===== src/rtl/seq_add_pkg.sv =====
// Shared encodings for the nibble-serial adder controller.
package seq_add_pkg;

   localparam int NIBBLE_W = 4;

   typedef enum logic [1:0] {
      ST_IDLE = 2'd0,
      ST_RUN  = 2'd1
   } state_e;

endpackage


===== src/rtl/add_slice_4.sv =====
// Purely combinational 4-bit ripple-carry slice shared across all nibble steps.
module add_slice_4 (
   input  logic [3:0] a,
   input  logic [3:0] b,
   input  logic       c_in,
   output logic [3:0] s,
   output logic       c_out
);

   logic [4:0] c;

   assign c[0] = c_in;

   for (genvar i = 0; i < 4; i++) begin : g_bit
      assign s[i]   = a[i] ^ b[i] ^ c[i];
      assign c[i+1] = (a[i] & b[i]) | (c[i] & (a[i] ^ b[i]));
   end

   assign c_out = c[4];

endmodule


===== src/rtl/seq_add_ctrl.sv =====
// Nibble-serial multi-precision adder: one 4-bit slice stepped LSB-first over WIDTH bits.
// Optional subtract/overflow support is enabled by defining SEQ_ADD_SUB_EN.
module seq_add_ctrl
   import seq_add_pkg::*;
#(
   parameter int WIDTH = 16
) (
   input  logic             clk,
   input  logic             reset,
   input  logic             start,
   input  logic [WIDTH-1:0] a,
   input  logic [WIDTH-1:0] b,
   input  logic             c_in,
`ifdef SEQ_ADD_SUB_EN
   input  logic             sub,
   output logic             ovf,
`endif
   output logic             busy,
   output logic             done,
   output logic [WIDTH-1:0] sum,
   output logic             c_out
);

   localparam int NIBBLES = WIDTH / NIBBLE_W;
   localparam int IDX_W   = (NIBBLES > 1) ? $clog2(NIBBLES) : 1;
   localparam logic [IDX_W-1:0] LAST_IDX = IDX_W'(NIBBLES - 1);

   if ((WIDTH % NIBBLE_W) != 0 || WIDTH < NIBBLE_W) begin : g_bad_width
      $error("seq_add_ctrl: WIDTH must be a positive multiple of 4");
   end

   state_e                 state_q;
   logic [IDX_W-1:0]       idx_q;
   logic [WIDTH-1:0]       a_q, b_q;
   logic                   carry_q;
   logic [WIDTH-1:0]       work_q, work_d;
   logic                   busy_q, done_q, cout_q;
   logic [WIDTH-1:0]       sum_q;

   logic [NIBBLE_W-1:0]    a_nib, b_nib, s_nib;
   logic                   s_cout;

   assign a_nib = a_q[idx_q*NIBBLE_W +: NIBBLE_W];
   assign b_nib = b_q[idx_q*NIBBLE_W +: NIBBLE_W];

   add_slice_4 u_slice (
      .a     (a_nib),
      .b     (b_nib),
      .c_in  (carry_q),
      .s     (s_nib),
      .c_out (s_cout)
   );

   always_comb begin
      work_d = work_q;
      work_d[idx_q*NIBBLE_W +: NIBBLE_W] = s_nib;
   end

`ifdef SEQ_ADD_SUB_EN
   logic ovf_q;
   logic c_top;
   // Carry into the MSB recovered from the top bit's sum: s = a ^ b ^ cin.
   assign c_top = a_nib[NIBBLE_W-1] ^ b_nib[NIBBLE_W-1] ^ s_nib[NIBBLE_W-1];
   assign ovf   = ovf_q;
`endif

   always_ff @(posedge clk) begin
      if (reset) begin
         state_q <= ST_IDLE;
         idx_q   <= '0;
         a_q     <= '0;
         b_q     <= '0;
         carry_q <= 1'b0;
         work_q  <= '0;
         busy_q  <= 1'b0;
         done_q  <= 1'b0;
         sum_q   <= '0;
         cout_q  <= 1'b0;
`ifdef SEQ_ADD_SUB_EN
         ovf_q   <= 1'b0;
`endif
      end else begin
         done_q <= 1'b0;
         case (state_q)
            ST_IDLE: begin
               if (start) begin
                  a_q     <= a;
`ifdef SEQ_ADD_SUB_EN
                  b_q     <= sub ? ~b : b;
                  carry_q <= sub ? 1'b1 : c_in;
`else
                  b_q     <= b;
                  carry_q <= c_in;
`endif
                  idx_q   <= '0;
                  work_q  <= '0;
                  busy_q  <= 1'b1;
                  state_q <= ST_RUN;
               end
            end
            ST_RUN: begin
               work_q  <= work_d;
               carry_q <= s_cout;
               if (idx_q == LAST_IDX) begin
                  // Outputs only ever see the completed result.
                  sum_q   <= work_d;
                  cout_q  <= s_cout;
`ifdef SEQ_ADD_SUB_EN
                  ovf_q   <= c_top ^ s_cout;
`endif
                  done_q  <= 1'b1;
                  busy_q  <= 1'b0;
                  idx_q   <= '0;
                  state_q <= ST_IDLE;
               end else begin
                  idx_q <= idx_q + 1'b1;
               end
            end
            default: begin
               busy_q  <= 1'b0;
               state_q <= ST_IDLE;
            end
         endcase
      end
   end

   assign busy  = busy_q;
   assign done  = done_q;
   assign sum   = sum_q;
   assign c_out = cout_q;

endmodule

===== config.mk =====
export PLATFORM = sky130hd
export DESIGN_NAME = seq_add_ctrl
export DESIGN_NICKNAME = d
export VERILOG_FILES = /design/src/rtl/seq_add_pkg.sv /design/src/rtl/add_slice_4.sv /design/src/rtl/seq_add_ctrl.sv
export SDC_FILE = /design/constraint.sdc
export NUM_CORES = 1
export LEC_CHECK = 0
export BUFFER_PORTS_ARGS = -buffer_cell sky130_fd_sc_hd__buf_2
export CAP_MARGIN = 20
export CORE_ASPECT_RATIO = 0.5
export CORE_MARGIN = 4
export CORE_UTILIZATION = 40
export CTS_CLUSTER_DIAMETER = 50
export DETAILED_ROUTE_END_ITERATION = 7
export PLACE_DENSITY = 0.65
export SKIP_CTS_REPAIR_TIMING = 1
export SLEW_MARGIN = 20
export SYNTH_ARGS = -nofsm -noshare
export SYNTH_HDL_FRONTEND = slang
export SYNTH_SLANG_ARGS = --single-unit

===== constraint.sdc =====
create_clock -name clk -period 3.2 [get_ports clk]
set_clock_uncertainty 0.05 [all_clocks]
set_input_delay 0.16 -clock clk [delete_from_list [all_inputs] [get_ports clk]]
set_output_delay 0.16 -clock clk [all_outputs]
set_load 0.05 [all_outputs]

==> flow_metrics.py, run 1 <==
metrics = {
    "clock_network": {
        "clk_latency_ns": 0.33,
        "htree_levels": 3,
        "cts_buffers": 9,
        "clock-sinks": 70,
        "clk_pin_slew_ns": 0.05,
        "cts_root_buf": "clkbuf_16",
        "clockBufferDepth": 2,
        "cts_tree": "built",
    },
    "power": {
        "ir_drop_mv": 0.291,
        "leakage_nw": 1.61,
        "p_seq_frac": 0.449,
        "power_mw": 2.04,
        "p_sw_frac": 0.252,
        "p_int_mw": 1.53,
        "powerDensity_nw_per_um2": 518,
        "p_sw_mw": 0.514,
        "clock_power_share": 0.428,
        "p_comb_frac": 0.123,
    },
    "route": {
        "route.detailed.drc": 0,
        "drt_first_iter_violations": 170,
        "wl_met2_um": 3230,
        "wirelength_um": 7130,
        "wl_met3_um": 326,
        "vias": 2500,
        "ant_nets": 0,
        "wl_met1_um": 3480,
        "viasPerCell": 5.02,
        "topRoutingLayerUsed": "met4",
        "wl_per_cell_um": 14.3,
        "drt-pass1-iter-count": 4,
    },
    "synthesis": {
        "synth-simple-area-share": 0.200,
        "synth_fp_nets": 386,
        "yosysWarnings": 0,
        "synth_xor_area_frac": 0,
        "ys_ff_latch": 70,
        "synthMuxAreaShare": 0.0743,
        "synth-compound-area-share": 0.187,
        "netlist_instances": 340,
        "synthDistinctLibCells": 32,
        "synth_top_family_by_area": "simple AND/OR/NAND/NOR gates",
        "avgSynthCellArea_um2": 10.1,
        "synthTopCellsByArea": "dfxtp_1 (41%), a21oi_2 (7.6%), a221oi_2 (6.1%)",
        "post-synth-top-area-cell": "dfxtp_1",
        "synth_commonest_cells": "dfxtp_1 (70), nor2_1 (38), nand2_1 (36)",
        "synth_fa_ha_area_frac": 0.0450,
        "yosysTopAreaCellShare": 0.406,
        "synth_edf_count": 0,
        "netlist_area_um2": 3450,
        "yosysMostFrequentCell": "dfxtp_1",
        "ys.flop_type": "dfxtp_1",
        "async_flop_share": 0,
        "ys_seq_area_frac": 0.406,
    },
    "global_routing": {
        "overflow": 0,
        "grt_pass1_vias": 2399,
        "grt_first_pass_wirelength_um": 11800,
        "antenna_found_initial": 0,
        "grt_max_degree": 47,
        "grt.total_usage": 0.146,
    },
    "worst_setup_path": {
        "criticalPathCategory": "flip-flop to flip-flop",
        "r2r_cells": 11,
        "worstPathMaxFanout": 8,
        "r2r-start": "idx_q[0]$_SDFFE_PP0P_",
        "crit_arrival_ns": 3.09,
        "end_kind": "flip-flop",
        "rr_endpoint": "sum[7]$_SDFFE_PP0P_",
        "r2r_setup_slack_ns": 0.26,
        "start_kind": "flip-flop",
        "cp_data_required_time_ns": 3.36,
    },
    "outcome": {
        "status": "finished, final reports clean",
    },
    "placement": {
        "portBuffers": 54,
        "gp_congestion": 0.744,
        "post-place-ws_ns": 0.0428,
        "dp_hpwl_um": 4920,
        "dp.cells": 484,
        "placed_cell_area_um2": 3680,
    },
    "layout": {
        "fillers": 799,
        "final_nets": 429,
        "final_area_um2": 3940,
        "syn2layout_area_growth_pct": 14.2,
        "n_antenna_cell": 0,
        "drive_gt1_frac": 0.433,
        "final_cells": 498,
    },
    "run": {
        "maxCapViolations": 0,
    },
    "die": {
        "fp.dieH_um": 73.7,
        "die_x_um": 139,
        "rows": 23,
        "pin_count": 55,
        "die_area_um2": 10300,
        "coreArea_um2": 8200,
        "start_util": 0.421,
    },
    "sta": {
        "finalCritPeriodShare": 0.917,
        "setup_ws_ns": 0.264,
        "finalHoldViolations": 0,
        "drv_slew": 0,
        "slew_headroom": 0.506,
        "rsz0062_at_grt": "no",
        "period_minus_slack_ns": 2.94,
        "fmax_mhz": 341,
        "worstMarginPinSlew_ns": 0.741,
        "setup_tns_ns": 0,
        "setup_viol": 0,
    },
    "min_path": {
        "hold_depth": 3,
        "hold_path.class": "input pin to flip-flop",
        "holdPathEnd": "b_q[11]$_SDFFE_PP0P_",
        "holdCritStartpoint": "b[11]",
    },
}
metrics by stage:
| stage | util | hold slack [ns] |
|---|---|---|
| after detailed placement | 0.449 | 0.353 |
| after CTS | 0.480 | 0.00258 |
| after global placement | 0.449 | 0.353 |
| final | 0.481 | 0.0116 |
| after global routing | 0.481 | 0.00625 |
| after floorplan | - | 0.237 |
power by group through the flow:
stage               logic [mW]  registers (mW)  clock network (mW)
floorplan                0.199           0.936                   0
global placement         0.249           0.936                   0
detailed placement       0.251           0.936                   0
CTS                      0.252           0.917               0.897
global route             0.276           0.921               0.934
finish                   0.251           0.918               0.873
sequential cells by signal, summed over array words and instances, names as in the netlist:
name,count
a_q,16
b_q,16
sum,16
work_q,16
idx_q,2
busy,1
c_out,1
carry_q,1
done,1
logic make-up (layout without fill, tap and decap cells):
group / Yosys count / in the layout
fa+ha+maj: 10 / 10
mux: 14 / 14
compound gates: 67 / 67
flops: 70 / 70
simple gates: 133 / 133
buf+inv: 46 / 92
layout make-up:
class                           count  area, um2  area share
Multi-Input combinational cell    224       1750       0.444
Tap cell                          112        140      0.0355
Sequential cell                    70       1400       0.356
Timing Repair Buffer               62        334      0.0847
Inverter                           16       60.1      0.0152
Clock inverter                      2       10.0     0.00254
Clock buffer                       12        246      0.0625
worst max-delay path, stage by stage (launching register included):
cell and delay [ns]:
dfxtp_2 0.38, mux4_2 0.51, inv_1 0.09, fa_1 0.16, inv_1 0.05, fa_1 0.36, inv_1 0.09, fa_1 0.17
inv_1 0.05, fa_2 0.53, a221oi_2 0.30, nor3_2 0.07
metal layers:
metal | track usage | vias to the layer above
met4 | 0.0456 | 0
met5 | 0 | -
met2 | 0.226 | 49
li1 | - | 1252
met3 | 0.0514 | 10
met1 | 0.193 | 1189
cells in the final DEF, fill, tap and decap left out, types with 3 or more instances in the layout:
| cell type | instances |
|---|---|
| and2b_1 | 3 |
| inv_1 | 16 |
| nand2_2 | 30 |
| a32oi_1 | 8 |
| a22oi_1 | 8 |
| a21oi_2 | 30 |
| nor2_1 | 38 |
| nor3_2 | 6 |
| a221oi_2 | 14 |
| mux2i_2 | 3 |
| a21oi_1 | 5 |
| fa_1 | 3 |
| nor3_1 | 11 |
| nand2_1 | 36 |
| buf_4 | 7 |
| dfxtp_1 | 69 |
| buf_2 | 54 |
| mux4_2 | 7 |
| clkbuf_16 | 9 |
| and4bb_1 | 3 |
| ha_1 | 6 |
how the worst max path moves through the flow:
stage | start | endpoint | slack, ns
after floorplan | idx_q[0]$_SDFFE_PP0P_ | sum[7]$_SDFFE_PP0P_ | 0.13
after global placement | idx_q[0]$_SDFFE_PP0P_ | sum[3]$_SDFFE_PP0P_ | 0.14
after detailed placement | idx_q[0]$_SDFFE_PP0P_ | sum[7]$_SDFFE_PP0P_ | 0.04
after CTS | idx_q[0]$_SDFFE_PP0P_ | sum[7]$_SDFFE_PP0P_ | 0.04
after global routing | idx_q[0]$_SDFFE_PP0P_ | sum[11]$_SDFFE_PP0P_ | 0.08
final | idx_q[0]$_SDFFE_PP0P_ | sum[7]$_SDFFE_PP0P_ | 0.26
No activity file was read; power rests on OpenSTA's default activity.
==> run 2: changes to the inputs <==
Settings changed: ABC_AREA set to 1, PLACE_DENSITY 0.65 to 0.63.
Clock period 3.2 ns to 3.7 ns, I/O delays scaled along.
==> run 2 against run 1 <==
  * Design area decreased by 3.6%
  * Total power decreased by 0.60%
  * Clock-buffer cell count decreased by 2
  * First-iteration DRC count decreased by 8.8%
  * Critical path type unchanged
  * Largest cell class unchanged
==> flow_metrics.py, run 2 <==
metrics = {
    "outcome": {
        "status": "finished, final reports clean",
    },
    "route": {
        "drt_first_iter_violations": 155,
        "ant_nets": 0,
        "wirelength_um": 7320,
        "route.detailed.drc": 0,
        "viasPerCell": 4.68,
        "drt-pass1-iter-count": 6,
        "vias": 2784,
        "wl_per_cell_um": 12.3,
    },
    "sta": {
        "setup_ws_ns": 0.535,
        "worstMarginPinSlew_ns": 0.611,
        "rsz0062_at_grt": "no",
        "setup_tns_ns": 0,
        "slew_headroom": 0.592,
        "finalHoldViolations": 0,
        "fmax_mhz": 316,
        "period_minus_slack_ns": 3.16,
        "setup_viol": 0,
        "finalCritPeriodShare": 0.855,
        "drv_slew": 0,
    },
    "synthesis": {
        "synth_edf_count": 0,
        "yosysMostFrequentCell": "nand2_1",
        "synthTopCellsByArea": "dfxtp_1 (44%), nand2_1 (11%), nor2_1 (11%)",
        "synthDistinctLibCells": 26,
        "synth_commonest_cells": "nand2_1 (95), nor2_1 (93), dfxtp_1 (70)",
        "async_flop_share": 0,
        "avgSynthCellArea_um2": 7.30,
        "post-synth-top-area-cell": "dfxtp_1",
        "netlist_area_um2": 3200,
        "ys_ff_latch": 70,
        "netlist_instances": 438,
        "yosysWarnings": 0,
        "yosysTopAreaCellShare": 0.438,
        "synth_fp_nets": 484,
        "ys_seq_area_frac": 0.438,
        "ys.flop_type": "dfxtp_1",
    },
    "global_routing": {
        "grt_use_met1": 0.227,
        "overflow": 0,
        "grt.met3_usage": 0.0589,
        "grt_first_pass_wirelength_um": 12300,
        "use_met2": 0.233,
        "antenna_found_initial": 0,
        "grt_pass1_vias": 2504,
        "grt_max_degree": 53,
        "grt.total_usage": 0.163,
        "busiest_layer": "met2",
    },
    "layout": {
        "final_common_cell": "nand2_1",
        "n_antenna_cell": 0,
        "fillers": 813,
        "final_nets": 528,
        "syn2layout_area_growth_pct": 18.9,
        "final_cell_mix": "nand2_1 (95), nor2_1 (93), dfxtp_1 (70)",
        "drive_gt1_frac": 0.166,
    },
    "die": {
        "start_util": 0.424,
        "fp.dieH_um": 71.2,
        "pin_count": 55,
        "coreArea_um2": 7540,
        "die_x_um": 134,
        "die_area_um2": 9580,
        "rows": 22,
    },
    "min_path": {
        "holdPathEnd": "b_q[5]$_SDFFE_PP0P_",
        "hold_path.class": "input pin to flip-flop",
        "hold_depth": 3,
        "holdCritStartpoint": "b[5]",
    },
    "worst_setup_path": {
        "start_kind": "flip-flop",
        "r2r_cells": 14,
        "crit_chain": "inv_1 > o21ai_0 > o22a_1 > fa_1 > inv_1 > fa_1 > inv_1 > fa_1 > inv_1 > fa_1 > nand3_1 > o21bai_1 > nand2_1 > a21oi_1",
        "r2r_setup_slack_ns": 0.54,
        "slowest_delay_ns": 0.45,
        "cp_data_required_time_ns": 3.85,
        "criticalPathCategory": "flip-flop to flip-flop",
        "path_delay_family": "adder cells",
        "path_buf_inv": 4,
        "rr_endpoint": "work_q[15]$_SDFFE_PP0P_",
        "worstPathMaxFanout": 13,
        "end_kind": "flip-flop",
        "crit_arrival_ns": 3.31,
        "r2r-start": "idx_q[1]$_SDFFE_PP0P_",
        "worst_path_max_delay_cell": "fa_1",
    },
    "placement": {
        "portBuffers": 54,
        "gp_congestion": 0.813,
        "dp_hpwl_um": 5060,
        "post-place-ws_ns": 0.533,
    },
    "clock_network": {
        "cts_root_buf": "clkbuf_16",
        "cts_buffers": 9,
        "clk_pin_slew_ns": 0.05,
        "htree_levels": 3,
        "clock-sinks": 70,
        "clockBufferDepth": 2,
        "cts_tree": "built",
        "clk_latency_ns": 0.33,
    },
    "power": {
        "powerDensity_nw_per_um2": 534,
        "leakage_nw": 1.76,
        "ir_drop_mv": 0.288,
        "power_mw": 2.03,
    },
    "run": {
        "maxCapViolations": 0,
    },
}
[run 2: final cells by class]
cell class / count / area (um2) / share of cell area
Clock buffer: 10 / 229 / 0.0602
Tap cell: 108 / 135 / 0.0355
Inverter: 28 / 106 / 0.0280
Multi-Input combinational cell: 316 / 1530 / 0.402
Timing Repair Buffer: 57 / 293 / 0.0770
Sequential cell: 70 / 1400 / 0.369
Clock inverter: 6 / 110 / 0.0290
[run 2: worst max-delay path by stage]
stage	startpoint	endpoint	slack, ns	depth (start not counted)
2_1_floorplan	idx_q[1]$_SDFFE_PP0P_	work_q[7]$_SDFFE_PP0P_	0.83	15
3_3_place_gp	idx_q[1]$_SDFFE_PP0P_	work_q[15]$_SDFFE_PP0P_	0.60	14
3_5_place_dp	idx_q[1]$_SDFFE_PP0P_	work_q[15]$_SDFFE_PP0P_	0.53	14
4_1_cts	idx_q[1]$_SDFFE_PP0P_	work_q[15]$_SDFFE_PP0P_	0.52	14
5_1_grt	idx_q[1]$_SDFFE_PP0P_	work_q[15]$_SDFFE_PP0P_	0.22	14
6_report	idx_q[1]$_SDFFE_PP0P_	work_q[15]$_SDFFE_PP0P_	0.54	14
[run 2: logic make-up after synthesis]
group                      after synthesis  share of synthesized area
AOI/OAI and AO/OA                       83                      0.144
DFF                                     70                      0.438
adders and majority gates               10                     0.0485
buffers and inverters                   52                     0.0845
and+or+nand+nor                        223                      0.285
[run 2: routing by layer]
| layer | vias to the layer above | routed length (um) |
|---|---|---|
| met4 | 0 | 108 |
| met3 | 10 | 415 |
| li1 | 1489 | - |
| met5 | - | 0 |
| met1 | 1219 | 3860 |
| met2 | 66 | 2940 |
[run 2: report_power, final]
group / switching, mW / internal [mW]
registers: 0.0197 / 0.788
logic: 0.161 / 0.0897
clock network: 0.315 / 0.656
[run 2: stage by stage]
stage	instances	area, um2	util	hold WS, ns
floorplan	438	3200	-	0.283
global placement	579	3460	0.459	0.374
detailed placement	579	3460	0.459	0.380
CTS	595	3800	0.504	0.0316
global route	595	3800	0.504	0.0506
finish	595	3800	0.504	0.0418
[run 2: tightest hold or removal path: stages]
cell     delay (ns)
buf_2          0.08
o21ai_1        0.06
nor2_1         0.07
==> run 3: changes to the inputs <==
Settings changed: PLACE_DENSITY 0.63 to 0.65.
Clock period 3.7 ns to 2.9 ns, I/O delays scaled along.
==> run 3 against run 2 <==
  * The run now ends with negative hold slack left
  * Worst setup slack got worse by 0.41 ns
  * Register-to-register slack got worse by 0.41 ns
  * Clock-buffer cell count rose by 2
  * Final cell count rose by 1.0%
  * Global-route usage rose by 0.57 points
  * Design area rose by 0.53%
  * Combinational power rose by 36%
  * Sequential power rose by 29%
  * Non-clock buffer count rose by 8
  * Sequential share of layout area fell by 0.062 points
  * Via count rose by 2.6%
  * Utilization rose by 0.27 points
  * Highest routed layer unchanged
==> flow_metrics.py, run 3 (synthesized netlist as in run 2, its figures left out) <==
metrics = {
    "outcome": {
        "status": "finished with violations",
        "violations": "negative hold slack",
    },
    "route": {
        "vias": 2856,
        "viasPerCell": 4.75,
        "wirelength_um": 7480,
        "ant_nets": 0,
        "route.detailed.drc": 0,
        "drt_first_iter_violations": 160,
        "wl_per_cell_um": 12.4,
        "drt-pass1-iter-count": 4,
    },
    "die": {
        "fp.dieH_um": 71.2,
        "die_x_um": 134,
        "die_area_um2": 9580,
        "pin_count": 55,
        "rows": 22,
        "coreArea_um2": 7540,
        "start_util": 0.424,
    },
    "clock_network": {
        "cts_buffers": 9,
        "cts_root_buf": "clkbuf_16",
        "clk_latency_ns": 0.33,
        "cts_tree": "built",
        "clk_pin_slew_ns": 0.05,
        "htree_levels": 3,
        "clockBufferDepth": 2,
        "clock-sinks": 70,
    },
    "worst_setup_path": {
        "worst_path_max_delay_cell": "fa_2",
        "path_buf_inv": 4,
        "cp_data_required_time_ns": 3.06,
        "crit_top_cell": "fa_2",
        "criticalPathCategory": "flip-flop to flip-flop",
        "slowest_delay_ns": 0.45,
        "crit_arrival_ns": 2.93,
        "start_kind": "flip-flop",
        "path_delay_family": "adder cells",
        "end_kind": "flip-flop",
        "crit_chain": "inv_6 > nor2_1 > o22a_1 > fa_1 > inv_1 > fa_2 > inv_2 > fa_2 > inv_2 > fa_2 > nand3_2 > o21bai_1 > nand2_1 > a21oi_2",
        "worstPathMaxFanout": 8,
    },
    "layout": {
        "final_nets": 536,
        "fin_util": 0.507,
        "final_common_cell": "nand2_1",
        "n_antenna_cell": 0,
        "final_cell_mix": "nand2_1 (95), nor2_1 (92), dfxtp_1 (68)",
        "drive_gt1_frac": 0.201,
        "syn2layout_area_growth_pct": 19.5,
    },
    "sta": {
        "slew_headroom": 0.576,
        "rsz0062_at_grt": "yes",
        "period_minus_slack_ns": 2.77,
        "setup_tns_ns": 0,
        "setup_viol": 0,
        "finalCritPeriodShare": 0.956,
        "finalHoldViolations": 1,
        "fmax_mhz": 361,
        "worstMarginPinSlew_ns": 0.636,
        "drv_slew": 0,
        "holdWs_ns": -0.00660,
    },
    "min_path": {
        "hold_path.class": "input pin to flip-flop",
    },
    "global_routing": {
        "antenna_found_initial": 0,
        "grt.total_usage": 0.169,
        "grt_first_pass_wirelength_um": 12800,
        "grt_max_degree": 53,
        "grt_pass1_vias": 2666,
        "overflow": 0,
    },
    "placement": {
        "gp_congestion": 0.901,
        "portBuffers": 54,
        "dp_hpwl_um": 5250,
    },
    "power": {
        "powerDensity_nw_per_um2": 612,
        "leakage_nw": 1.77,
        "ir_drop_mv": 0.313,
    },
    "run": {
        "maxCapViolations": 0,
    },
}
-- run 3: cell types whose count changed in the layout (fill, tap and decap cells not counted), moves of 3 or more --
cell	previous run	this run
fa_2	0	3
buf_4	3	10
a21oi_2	0	3
inv_1	24	21
fa_1	4	1
a21oi_1	17	14
bufinv_16	3	0
-- run 3: worst paths after layout --
kind / startpoint / end / slack (ns) / cells past startpoint
setup reg to reg: idx_q[0]$_SDFFE_PP0P_ / work_q[7]$_SDFFE_PP0P_ / 0.13 / 14
hold reg to reg: work_q[10]$_SDFFE_PP0P_ / work_q[10]$_SDFFE_PP0P_ / 0.41 / 2
setup / recovery: idx_q[0]$_SDFFE_PP0P_ / work_q[7]$_SDFFE_PP0P_ / 0.13 / 14
hold / removal: b[5] / b_q[5]$_SDFFE_PP0P_ / -0.007 / 3
-- run 3: tightest hold or removal path, stage by stage --
cell     delay [ns]
buf_2          0.08
o21ai_1        0.05
nor2_1         0.07
-- run 3: stage by stage --
step           total power, mW  area [um2]  worst slack [ns]  cells  hold slack (ns)
5_1_grt                   2.47        3820           0.00516    601           0.0115
3_3_place_gp              1.38        3510            0.0916    585            0.334
3_5_place_dp              1.38        3510            0.0395    585            0.339
2_1_floorplan             1.29        3200            0.0291    438            0.243
4_1_cts                   2.35        3760           0.00318    599          -0.0143
6_report                  2.34        3820             0.128    601         -0.00660
-- run 3: routing by layer --
metal | share of wire | routed length, um | global-route usage | up-vias
li1 | - | - | - | 1506
met1 | 0.54 | 4000 | 0.240 | 1285
met2 | 0.40 | 3010 | 0.236 | 56
met3 | 0.048 | 360 | 0.0589 | 9
met4 | 0.013 | 100 | 0.0621 | 0
met5 | 0 | 0 | 0 | -
-- run 3: area by class of cell --
type / count / area [um2]
inverters: 28 / 111
clock buffers: 12 / 246
repair buffers: 65 / 355
fillers: 798 / 3720
well taps: 108 / 135
multi-input cells: 316 / 1560
flip-flops and latches: 70 / 1410
clock inverters: 2 / 10.0
-- run 3: where the power goes --
part,switching (mW),total (mW),internal (mW)
Combinational,0.210,0.341,0.131
Sequential,0.0314,1.04,1.01
Clock,0.369,0.958,0.588
Total,0.611,2.34,1.73
